===== src/rtl/packed_ser_pkg.sv =====
// Shared state type and sizing helpers for the packed bit serializer.
package packed_ser_pkg;

    typedef enum logic {
        IDLE  = 1'b0,
        SHIFT = 1'b1
    } ser_state_e;

    function automatic int beats(input int width, input int beat_w);
        return width / beat_w;
    endfunction

    function automatic int idx_width(input int width);
        return (width < 2) ? 1 : $clog2(width);
    endfunction

endpackage


===== src/rtl/packed_bit_serializer.sv =====
// Parallel-to-serial converter: one WIDTH-bit word out as BEAT_W-bit beats,
// each tagged with the bit index of its LSB and a last flag.
//
// state | meaning
// IDLE  | no word held, in_ready high
// SHIFT | presenting beat k of the latched word
module packed_bit_serializer
    import packed_ser_pkg::*;
#(
    parameter int WIDTH  = 16,
    parameter int BEAT_W = 1
) (
    input  logic                           clk,
    input  logic                           rst,
    input  logic                           in_valid,
    output logic                           in_ready,
    input  logic [WIDTH-1:0]               in_data,
    input  logic                           in_msb_first,
    output logic                           out_valid,
    input  logic                           out_ready,
    output logic [BEAT_W-1:0]              out_data,
    output logic [idx_width(WIDTH)-1:0]    out_idx,
    output logic                           out_last
);

    localparam int BEATS = beats(WIDTH, BEAT_W);
    localparam int IDX_W = idx_width(WIDTH);
    localparam int CNT_W = idx_width(BEATS);

    if (WIDTH < 1 || BEAT_W < 1 || (WIDTH % BEAT_W) != 0) begin : g_param_check
        $error("packed_bit_serializer: BEAT_W must be >= 1 and divide WIDTH");
    end

    ser_state_e         state_q, state_d;
    logic [WIDTH-1:0]   word_q, word_d;
    logic               msb_q, msb_d;
    logic [CNT_W-1:0]   k_q, k_d;
    logic               valid_q, valid_d;
    logic [BEAT_W-1:0]  data_q, data_d;
    logic [IDX_W-1:0]   idx_q, idx_d;
    logic               last_q, last_d;
    logic               accept;
    logic               xfer;
    int                 shift;

    always_comb begin
        in_ready = (state_q == IDLE) || (valid_q && out_ready && last_q);
        accept   = in_valid && in_ready;
        xfer     = valid_q && out_ready;

        state_d = state_q;
        word_d  = word_q;
        msb_d   = msb_q;
        k_d     = k_q;
        valid_d = valid_q;

        if (accept) begin
            state_d = SHIFT;
            word_d  = in_data;
            msb_d   = in_msb_first;
            k_d     = '0;
            valid_d = 1'b1;
        end else if (xfer) begin
            if (last_q) begin
                state_d = IDLE;
                valid_d = 1'b0;
            end else begin
                k_d = k_q + 1'b1;
            end
        end

        // The beat's bit index doubles as the shift amount for both orders.
        shift  = msb_d ? (WIDTH - BEAT_W - int'(k_d) * BEAT_W) : int'(k_d) * BEAT_W;
        data_d = '0;
        idx_d  = '0;
        last_d = 1'b0;
        if (valid_d) begin
            data_d = BEAT_W'(word_d >> shift);
            idx_d  = IDX_W'(shift);
            last_d = (k_d == CNT_W'(BEATS - 1));
        end
    end

    always_ff @(posedge clk) begin
        if (rst) begin
            state_q <= IDLE;
            word_q  <= '0;
            msb_q   <= 1'b0;
            k_q     <= '0;
            valid_q <= 1'b0;
            data_q  <= '0;
            idx_q   <= '0;
            last_q  <= 1'b0;
        end else begin
            state_q <= state_d;
            word_q  <= word_d;
            msb_q   <= msb_d;
            k_q     <= k_d;
            valid_q <= valid_d;
            data_q  <= data_d;
            idx_q   <= idx_d;
            last_q  <= last_d;
        end
    end

    assign out_valid = valid_q;
    assign out_data  = data_q;
    assign out_idx   = idx_q;
    assign out_last  = last_q;

endmodule


===== config.mk =====
export PLATFORM = sky130hd
export DESIGN_NAME = packed_bit_serializer
export DESIGN_NICKNAME = d
export VERILOG_FILES = /design/src/rtl/packed_ser_pkg.sv /design/src/rtl/packed_bit_serializer.sv
export SDC_FILE = /design/constraint.sdc
export NUM_CORES = 1
export LEC_CHECK = 0
export ABC_AREA = 1
export ABC_CLOCK_PERIOD_IN_PS = 2300
export CAP_MARGIN = 10
export CORE_MARGIN = 5
export CORE_UTILIZATION = 31
export CTS_BUF_LIST = sky130_fd_sc_hd__clkbuf_2
export DETAILED_ROUTE_END_ITERATION = 10
export RECOVER_POWER = 50
export SLEW_MARGIN = 30
export SYNTH_ARGS = -nofsm -noshare
export SYNTH_HDL_FRONTEND = slang
export SYNTH_SLANG_ARGS = --single-unit
export TNS_END_PERCENT = 100

===== constraint.sdc =====
create_clock -name clk -period 2.3 [get_ports clk]
set_input_delay 0.46 -clock clk [delete_from_list [all_inputs] [get_ports clk]]
set_output_delay 0.46 -clock clk [all_outputs]
set_load 0.02 [all_outputs]

==> results.cfg, run 1 <==
[drt]
vias_per_cell = 4.557
postRouteAntennaNets = 0
dr_total_vias = 1244
drt_iter0_markers = 60
wl_um = 3033
drcViolationCount = 0
wl_per_cell_um = 11.11
drt_first_pass_iters = 4

[clock_tree]
htree_levels = 2
clk_pin_slew_ns = 0.13
cts.root.buffer_cell = clkbuf_2
cts_buffers = 5
hold_buffers = 0
postCtsSetupRepairBufs = 0
post_cts_resize_count = 0
clk_path_buf_depth = 2
cts_tree = done
clk_latency_ns = 0.36
clock-sinks = 29

[cells_and_area]
regArea_um2 = 580.6
drive_above_1_share_pct = 14.03
multi_input_area_um2 = 725.7
syn2layout_area_growth_pct = 30.84
fin_nets = 243
n_fill_cell = 467
insertedDiodeCount = 0

[grt]
grt_pass1_wl_um = 5195
track_usage_pct = 10.97
overflow = 0
top_usage_layer = met2
antenna_found_initial = 0
grtUsageMet1_pct = 12.25
grtUsageMet3_pct = 4.255
grt_max_degree = 25
grt_pass1_vias = 1191
use_met2_pct = 18.41

[hold_path]
worstHoldPathType = flop to flop
hold_depth = 2

[floorplan]
core_um2 = 4324
num_rows = 24
io_pins = 29
start_util_pct = 31.71
die_h_um = 76.51
dieArea_um2 = 5854
dieWidth_um = 76.51

[sta]
setup_viol = 0
hold_violations = 0
tightest_slew_ns = 0.9635
whs_ns = 0.5238
relSlewSlack_pct = 35.77
skew_ns = 0.01833
min_period_ns = 2.226
rsz0062_at_grt = false
fin_crit_sh_pct = 96.78
report.final.slew_viol_count = 0
fin_setup_tns_ns = 0
fmax_ghz = 0.4493

[power]
power.switching_uw = 317.8
leakage_uw = 0.0007447
switching_share_pct = 30.46
p_per_area_nw_per_um2 = 581.4
seq_power_share_pct = 52.6
p_total_uw = 1043
pwr-share-clk_pct = 22.4
p_int_uw = 725.4
max-vdd-ir-drop_uv = 254.1
power_frac_comb_pct = 25.0

[synthesis]
async_flop_share_pct = 0
yosysWarnings = 0
netlist_area_um2 = 1371
syn-num-nets = 202
yosysTopAreaCell = dfxtp_1
synthTopCellsByArea = dfxtp_1 42%, nand2_1 8.8%, nor2_1 7.4%
avgSynthCellArea_um2 = 7.618
synth_top_area_share_pct = 42.34
yosysUniqueCellTypes = 24
yosysMostFrequentCell = nand2_1
synth_edf_count = 0
synth_seq_cells = 29
synth_flop_cell = dfxtp_1
netlist_top_cells_count = 32 x nand2_1, 29 x dfxtp_1, 27 x nor2_1, 19 x nand3_1
syn_inst = 180
ys_seq_area_share_pct = 42.34

[place]
gp_congestion = 0.7711
io_buffer_count = 28
dp_hpwl_um = 2253

[worst_setup_path]
reg2reg_depth = 12
worstPathArrival_ns = 1.77
startpoint_type = primary input
crit_type = primary input to output port
required_ns = 1.84
cp_max_fo = 4
critPathCaptureType = output port

[job]
drv_cap = 0

[outcome]
outcome = completed
metal layers:
metal / routed length [um] / part of all wire, %
met5: 0 / 0
met3: 168 / 5.5
met1: 1457 / 48
met4: 38 / 1.3
met2: 1368 / 45
final timing paths:
| check | from | endpoint | slack, ns |
|---|---|---|---|
| max | out_ready | in_ready | 0.07 |
| min | word_q[15] | word_q[15] | 0.52 |
| max reg2reg | out_last | out_data | 0.49 |
| min reg2reg | word_q[15] | word_q[15] | 0.52 |
stage by stage:
step / worst slack, ns / cells / util, % / area (um2)
after global routing: 0.01055 / 273 / 41.49 / 1794
final: 0.07414 / 273 / 41.49 / 1794
after floorplan: 0.5278 / 180 / - / 1371
after global placement: -0.008742 / 266 / 40.80 / 1764
after detailed placement: -0.003056 / 266 / 40.80 / 1764
after CTS: 0.06162 / 273 / 41.58 / 1798
cell usage in the layout, fill, tap and decap left out, drive strengths merged:
cell type      count
a21oi              5
buf               10
clkbuf             7
clkdlybuf4s50     27
clkinv             1
dfxtp             29
dlygate4sd3        1
ha                 1
inv                8
nand2             41
nand3             21
nand3b             1
nor2              27
nor3               2
nor4               1
o21ai             18
or2               16
xor2               5
state kept, by name, summed over array words and instances (netlist names):
signal,flops
word_q,16
k_q,4
out_idx,4
msb_q,1
out_data,1
out_last,1
out_valid,1
state_q,1
power groups by stage:
stage | sequential, uW | clock (uW) | combinational (uW)
finish | 549 | 234 | 261
global route | 553 | 269 | 295
CTS | 549 | 244 | 265
detailed placement | 560 | 0 | 262
global placement | 560 | 0 | 262
floorplan | 569 | 0 | 151
cell type report:
| cell class | instances | share of cell area, % |
|---|---|---|
| Timing Repair Buffer | 39 | 20.01 |
| Clock inverter | 1 | 0.2092 |
| Clock buffer | 6 | 1.674 |
| Tap cell | 52 | 3.626 |
| Inverter | 8 | 1.674 |
| Multi-Input combinational cell | 138 | 40.45 |
| Sequential cell | 29 | 32.36 |
logic make-up (layout without fill, tap and decap cells):
group	Yosys count	in the layout	synth area share, %
xor+xnor	5	5	3.741
simple gates	109	109	38.78
compound gates	23	23	9.489
buf+inv	13	54	4.744
flops	29	29	42.34
fa+ha+maj	1	1	0.9123
critical path: stages:
cell	delay [ns]
clkdlybuf4s50_1	0.49
nand3_2	0.11
nand2_4	0.11
clkdlybuf4s50_1	0.60
Power figures use the tool's default switching activity.
==> run 2, diff against run 1 <==
--- a/config.mk
+++ b/config.mk
@@ -6,12 +6,13 @@
 export NUM_CORES = 1
 export LEC_CHECK = 0
 export ABC_AREA = 1
-export ABC_CLOCK_PERIOD_IN_PS = 2300
+export ABC_CLOCK_PERIOD_IN_PS = 2500
 export CAP_MARGIN = 10
 export CORE_MARGIN = 5
 export CORE_UTILIZATION = 31
 export CTS_BUF_LIST = sky130_fd_sc_hd__clkbuf_2
 export DETAILED_ROUTE_END_ITERATION = 10
+export GPL_ROUTABILITY_DRIVEN = 0
 export RECOVER_POWER = 50
 export SLEW_MARGIN = 30
 export SYNTH_ARGS = -nofsm -noshare
==> constraint.sdc (replaced) <==
create_clock -name clk -period 2.5 [get_ports clk]
set_input_delay 0.5 -clock clk [delete_from_list [all_inputs] [get_ports clk]]
set_output_delay 0.5 -clock clk [all_outputs]
set_load 0.02 [all_outputs]
==> results.cfg, run 2 (same netlist as run 1, synthesis figures left out) <==
[sta]
fin_crit_sh_pct = 94.42
report.final.slew_viol_count = 0
tightest_slew_ns = 0.9694
skew_ns = 0.03605
setup_viol = 0
min_period_ns = 2.361
relSlewSlack_pct = 35.37
hold_violations = 0
rsz0062_at_grt = false
fin_setup_tns_ns = 0
fmax_ghz = 0.4236

[worst_setup_path]
cp_max_fo = 5
reg2reg_depth = 9
rr_startpoint = out_valid
crit_buf_inv = 2
slowest_delay_ns = 0.61
path_cells = clkdlybuf4s50_1 -> nand3_2 -> nand2_4 -> clkdlybuf4s50_1
critPathCaptureType = output port
ff2ff_setup_slack_ns = 0.66
required_ns = 2.00
cp-startpoint = out_ready
worstPathArrival_ns = 1.86
crit_cells = 4
crit_type = primary input to output port
crit_family = buffers and inverters
worst_path_max_delay_cell = clkdlybuf4s50_1
crit_top_cell = clkdlybuf4s50_1
startpoint_type = primary input

[place]
io_buffer_count = 28
dp_hpwl_um = 2229
placedCellCount = 258

[hold_path]
worstHoldPathType = flop to flop
hold_depth = 2
hold_path_startpoint = word_q[13]

[cells_and_area]
final_cell_count_no_fill = 266
layout_commonest_cell = nand2_1
fin_nets = 235
max_flop_register = word_q
final_cell_mix = 32 x nand2_1, 29 x dfxtp_1, 27 x nor2_1, 27 x clkdlybuf4s50_1, 19 x nand3_1
insertedDiodeCount = 0
final_core_util_pct = 40.10
drive_above_1_share_pct = 10.28
multi_input_area_um2 = 721.9
syn2layout_area_growth_pct = 26.46
n_fill_cell = 474
regArea_um2 = 580.6
largest_reg_flops = 16

[drt]
drcViolationCount = 0
drt_iter0_markers = 55
wl_per_cell_um = 11.26
dr_total_vias = 1194
vias_per_cell = 4.489
drt_first_pass_iters = 4
wl_um = 2996
postRouteAntennaNets = 0

[floorplan]
num_rows = 24
die_h_um = 76.51
dieArea_um2 = 5854
core_um2 = 4324
start_util_pct = 31.71
dieWidth_um = 76.51
io_pins = 29

[grt]
grt_pass1_vias = 1166
grt_max_degree = 25
grt_pass1_wl_um = 5154
track_usage_pct = 10.79
antenna_found_initial = 0
overflow = 0

[clock_tree]
cts_buffers = 5
cts_tree = done
cts.root.buffer_cell = clkbuf_2
postCtsSetupRepairBufs = 0
clk_path_buf_depth = 2
htree_levels = 2
clk_latency_ns = 0.38
clock-sinks = 29
hold_buffers = 0
post_cts_resize_count = 0
clk_pin_slew_ns = 0.14

[power]
p_per_area_nw_per_um2 = 551.2
max-vdd-ir-drop_uv = 195.3
p_total_uw = 955.9
leakage_uw = 0.0007091

[job]
drv_cap = 0

[outcome]
outcome = completed
-- run 2: cell count changes in the layout (fill, tap and decap cells not counted), sizes merged --
cell and delta:
clkinv +2, buf -8, clkbuf -1
-- run 2: area by class of cell --
cell class,instances,area share [%]
timing repair buffer,31,17.24
sequential,29,33.48
clock inverter,3,0.7215
multi-input combinational,138,41.63
tap,52,3.752
inverter,8,1.732
clock buffer,5,1.443
-- run 2: tightest hold or removal path: cells and delay by family, from the launching register on --
family	cells	cell delay (ns)
AND/OR/NAND/NOR	1	0.08
flip-flops	1	0.34
AO/OA/AOI/OAI	1	0.08
-- run 2: worst paths after layout --
kind / to
max reg2reg: out_data
min reg2reg: word_q[13]
max: in_ready
min: word_q[13]
-- run 2: per-stage QoR --
step | cell area, um2 | setup slack [ns] | hold slack [ns]
after CTS | 1742 | 0.1270 | 0.5267
after global routing | 1734 | 0.1006 | 0.5695
after detailed placement | 1704 | 0.05463 | 0.4946
final | 1734 | 0.1395 | 0.5198
after floorplan | 1371 | 0.7278 | 0.4586
after global placement | 1704 | 0.02158 | 0.4805
-- run 2: metal layers --
layer	vias up	track usage, %	wire length (um)
li1	649	-	-
met1	515	13.67	1534
met2	22	16.27	1276
met3	8	3.310	115
met4	0	5.769	69
met5	-	0	0
-- run 2: power breakdown --
part           total [uW]  internal (uW)  leakage (uW)  switching (uW)
clock                 224           61.0     0.0000278             163
sequential            505            494      0.000239            11.6
combinational         227           98.5      0.000442             128
total                 956            653      0.000709             303
==> run 3, diff against run 2 <==
--- a/config.mk
+++ b/config.mk
@@ -6,7 +6,7 @@
 export NUM_CORES = 1
 export LEC_CHECK = 0
 export ABC_AREA = 1
-export ABC_CLOCK_PERIOD_IN_PS = 2500
+export ABC_CLOCK_PERIOD_IN_PS = 1900
 export CAP_MARGIN = 10
 export CORE_MARGIN = 5
 export CORE_UTILIZATION = 31
==> constraint.sdc (replaced) <==
create_clock -name clk -period 1.9 [get_ports clk]
set_input_delay 0.38 -clock clk [delete_from_list [all_inputs] [get_ports clk]]
set_output_delay 0.38 -clock clk [all_outputs]
set_load 0.02 [all_outputs]
==> results.cfg, run 3 (same netlist as run 1, synthesis figures left out) <==
[power]
p_int_uw = 946.1
switching_share_pct = 30.74
pwr-share-clk_pct = 21.1
power.switching_uw = 420.0
seq_power_share_pct = 48.6
p_per_area_nw_per_um2 = 660.9
power_frac_comb_pct = 30.3
leakage_uw = 0.0009205
p_total_uw = 1366
max-vdd-ir-drop_uv = 237.9

[cells_and_area]
layout_commonest_cell = buf_4
final_core_util_pct = 47.80
max_flop_register = word_q
largest_reg_flops = 16
insertedDiodeCount = 0
final_cell_mix = 36 x buf_4, 30 x nand2_1, 28 x dfxtp_1
finalInstanceArea_um2 = 2067
syn2layout_area_growth_pct = 50.73
drive_above_1_share_pct = 26.61
fin_nets = 270

[grt]
antenna_found_initial = 0
overflow = 0
grt_max_degree = 24
track_usage_pct = 11.66
grt_pass1_vias = 1262
grt_pass1_wl_um = 5540

[floorplan]
core_um2 = 4324
dieArea_um2 = 5854
die_h_um = 76.51
num_rows = 24
start_util_pct = 31.71
dieWidth_um = 76.51
io_pins = 29

[sta]
hold_violations = 0
fin_setup_tns_ns = 0
fmax_ghz = 0.5776
setup_viol = 0
fin_crit_sh_pct = 91.13
report.final.slew_viol_count = 0
min_period_ns = 1.731
skew_ns = 0.005933
fin_ws_ns = 0.1686
relSlewSlack_pct = 34.45
rsz0062_at_grt = false
tightest_slew_ns = 0.9833

[worst_setup_path]
crit_family = flip-flops
crit_buf_inv = 1
crit_type = flop to output port
critPathCaptureType = output port
required_ns = 1.52
cp_max_fo = 6
slowest_delay_ns = 0.39
startpoint_type = flop
worst_path_max_delay_cell = dfxtp_2
path_cells = nand3_2 -> nand2_4 -> dlygate4sd2_1
worstPathArrival_ns = 1.35

[clock_tree]
clock-sinks = 29
cts_buffers = 5
htree_levels = 2
cts_tree = done
clk_pin_slew_ns = 0.13
cts.root.buffer_cell = clkbuf_2
clk_latency_ns = 0.35
clk_path_buf_depth = 2

[drt]
wl_um = 3375
drt_iter0_markers = 58
drcViolationCount = 0
postRouteAntennaNets = 0
wl_per_cell_um = 11.25
drt_first_pass_iters = 4
dr_total_vias = 1338
vias_per_cell = 4.460

[job]
drv_cap = 0

[place]
pre_cts_ws_ns = -0.3661
io_buffer_count = 28
placed_area_um2 = 1937
dp_hpwl_um = 2368

[hold_path]
worstHoldPathType = primary input to flop

[outcome]
outcome = completed
==> run 3: cell types whose count changed in the layout (fill, tap and decap cells not counted), sizes merged <==
cell / delta
clkdlybuf4s50: -4
clkinv: -2
buf: +34
dlygate4sd2: +1
nand2: +1
dlymetal6s2s: +3
clkbuf: +1
==> run 3: cell type report <==
type                            count  area, um2
Clock inverter                      1      3.754
Multi-Input combinational cell    139      795.8
Clock buffer                        6      30.03
Sequential cell                    29      581.8
Tap cell                           52      65.06
Inverter                            8      30.03
Timing Repair Buffer               65      560.5
Fill cell                         440       2257
==> run 3: worst paths after layout <==
| kind | start | end | slack (ns) | depth (start not counted) |
|---|---|---|---|---|
| max | out_valid | in_ready | 0.17 | 3 |
| min | out_ready | state_q | 0.53 | 4 |
| max reg2reg | out_valid | out_data | 0.20 | 11 |
| min reg2reg | word_q[8] | word_q[8] | 0.55 | 2 |
==> run 3: timing repair <==
| action | in CTS | in global routing |
|---|---|---|
| pin swaps | 0 | 3 |
| gates cloned | 0 | 1 |
| gates resized for setup | 1 | 16 |
| hold buffers | 0 | 0 |
| endpoints found under the setup margin | 1 | 3 |
| setup buffers | 0 | 3 |
==> run 3: through the flow <==
stage / cells / hold slack, ns
finish: 300 / 0.5255
global route: 300 / 0.5402
CTS: 296 / 0.5550
detailed placement: 289 / 0.5205
global placement: 289 / 0.5110
floorplan: 180 / 0.4483
==> run 3: per-layer routing <==
metal | wire, um | GRT usage, % | part of all wire (%) | up-vias
met2 | 1608 | 17.98 | 48 | 23
met3 | 161 | 4.492 | 4.8 | 6
met5 | 0 | 0 | 0 | -
met1 | 1557 | 14.63 | 46 | 595
li1 | - | - | - | 714
met4 | 48 | 4.371 | 1.4 | 0
==> run 3: power groups by stage <==
stage | sequential [uW] | clock [uW] | combinational, uW
2_1_floorplan | 689 | 0 | 182
3_3_place_gp | 677 | 0 | 384
3_5_place_dp | 678 | 0 | 386
4_1_cts | 664 | 302 | 388
5_1_grt | 670 | 332 | 459
6_report | 664 | 288 | 414
==> run 3: worst min-delay path, stage by stage <==
cell and delay, ns:
dlymetal6s2s_1 0.15, nand3_2 0.10, nand2_4 0.09, a21oi_1 0.12
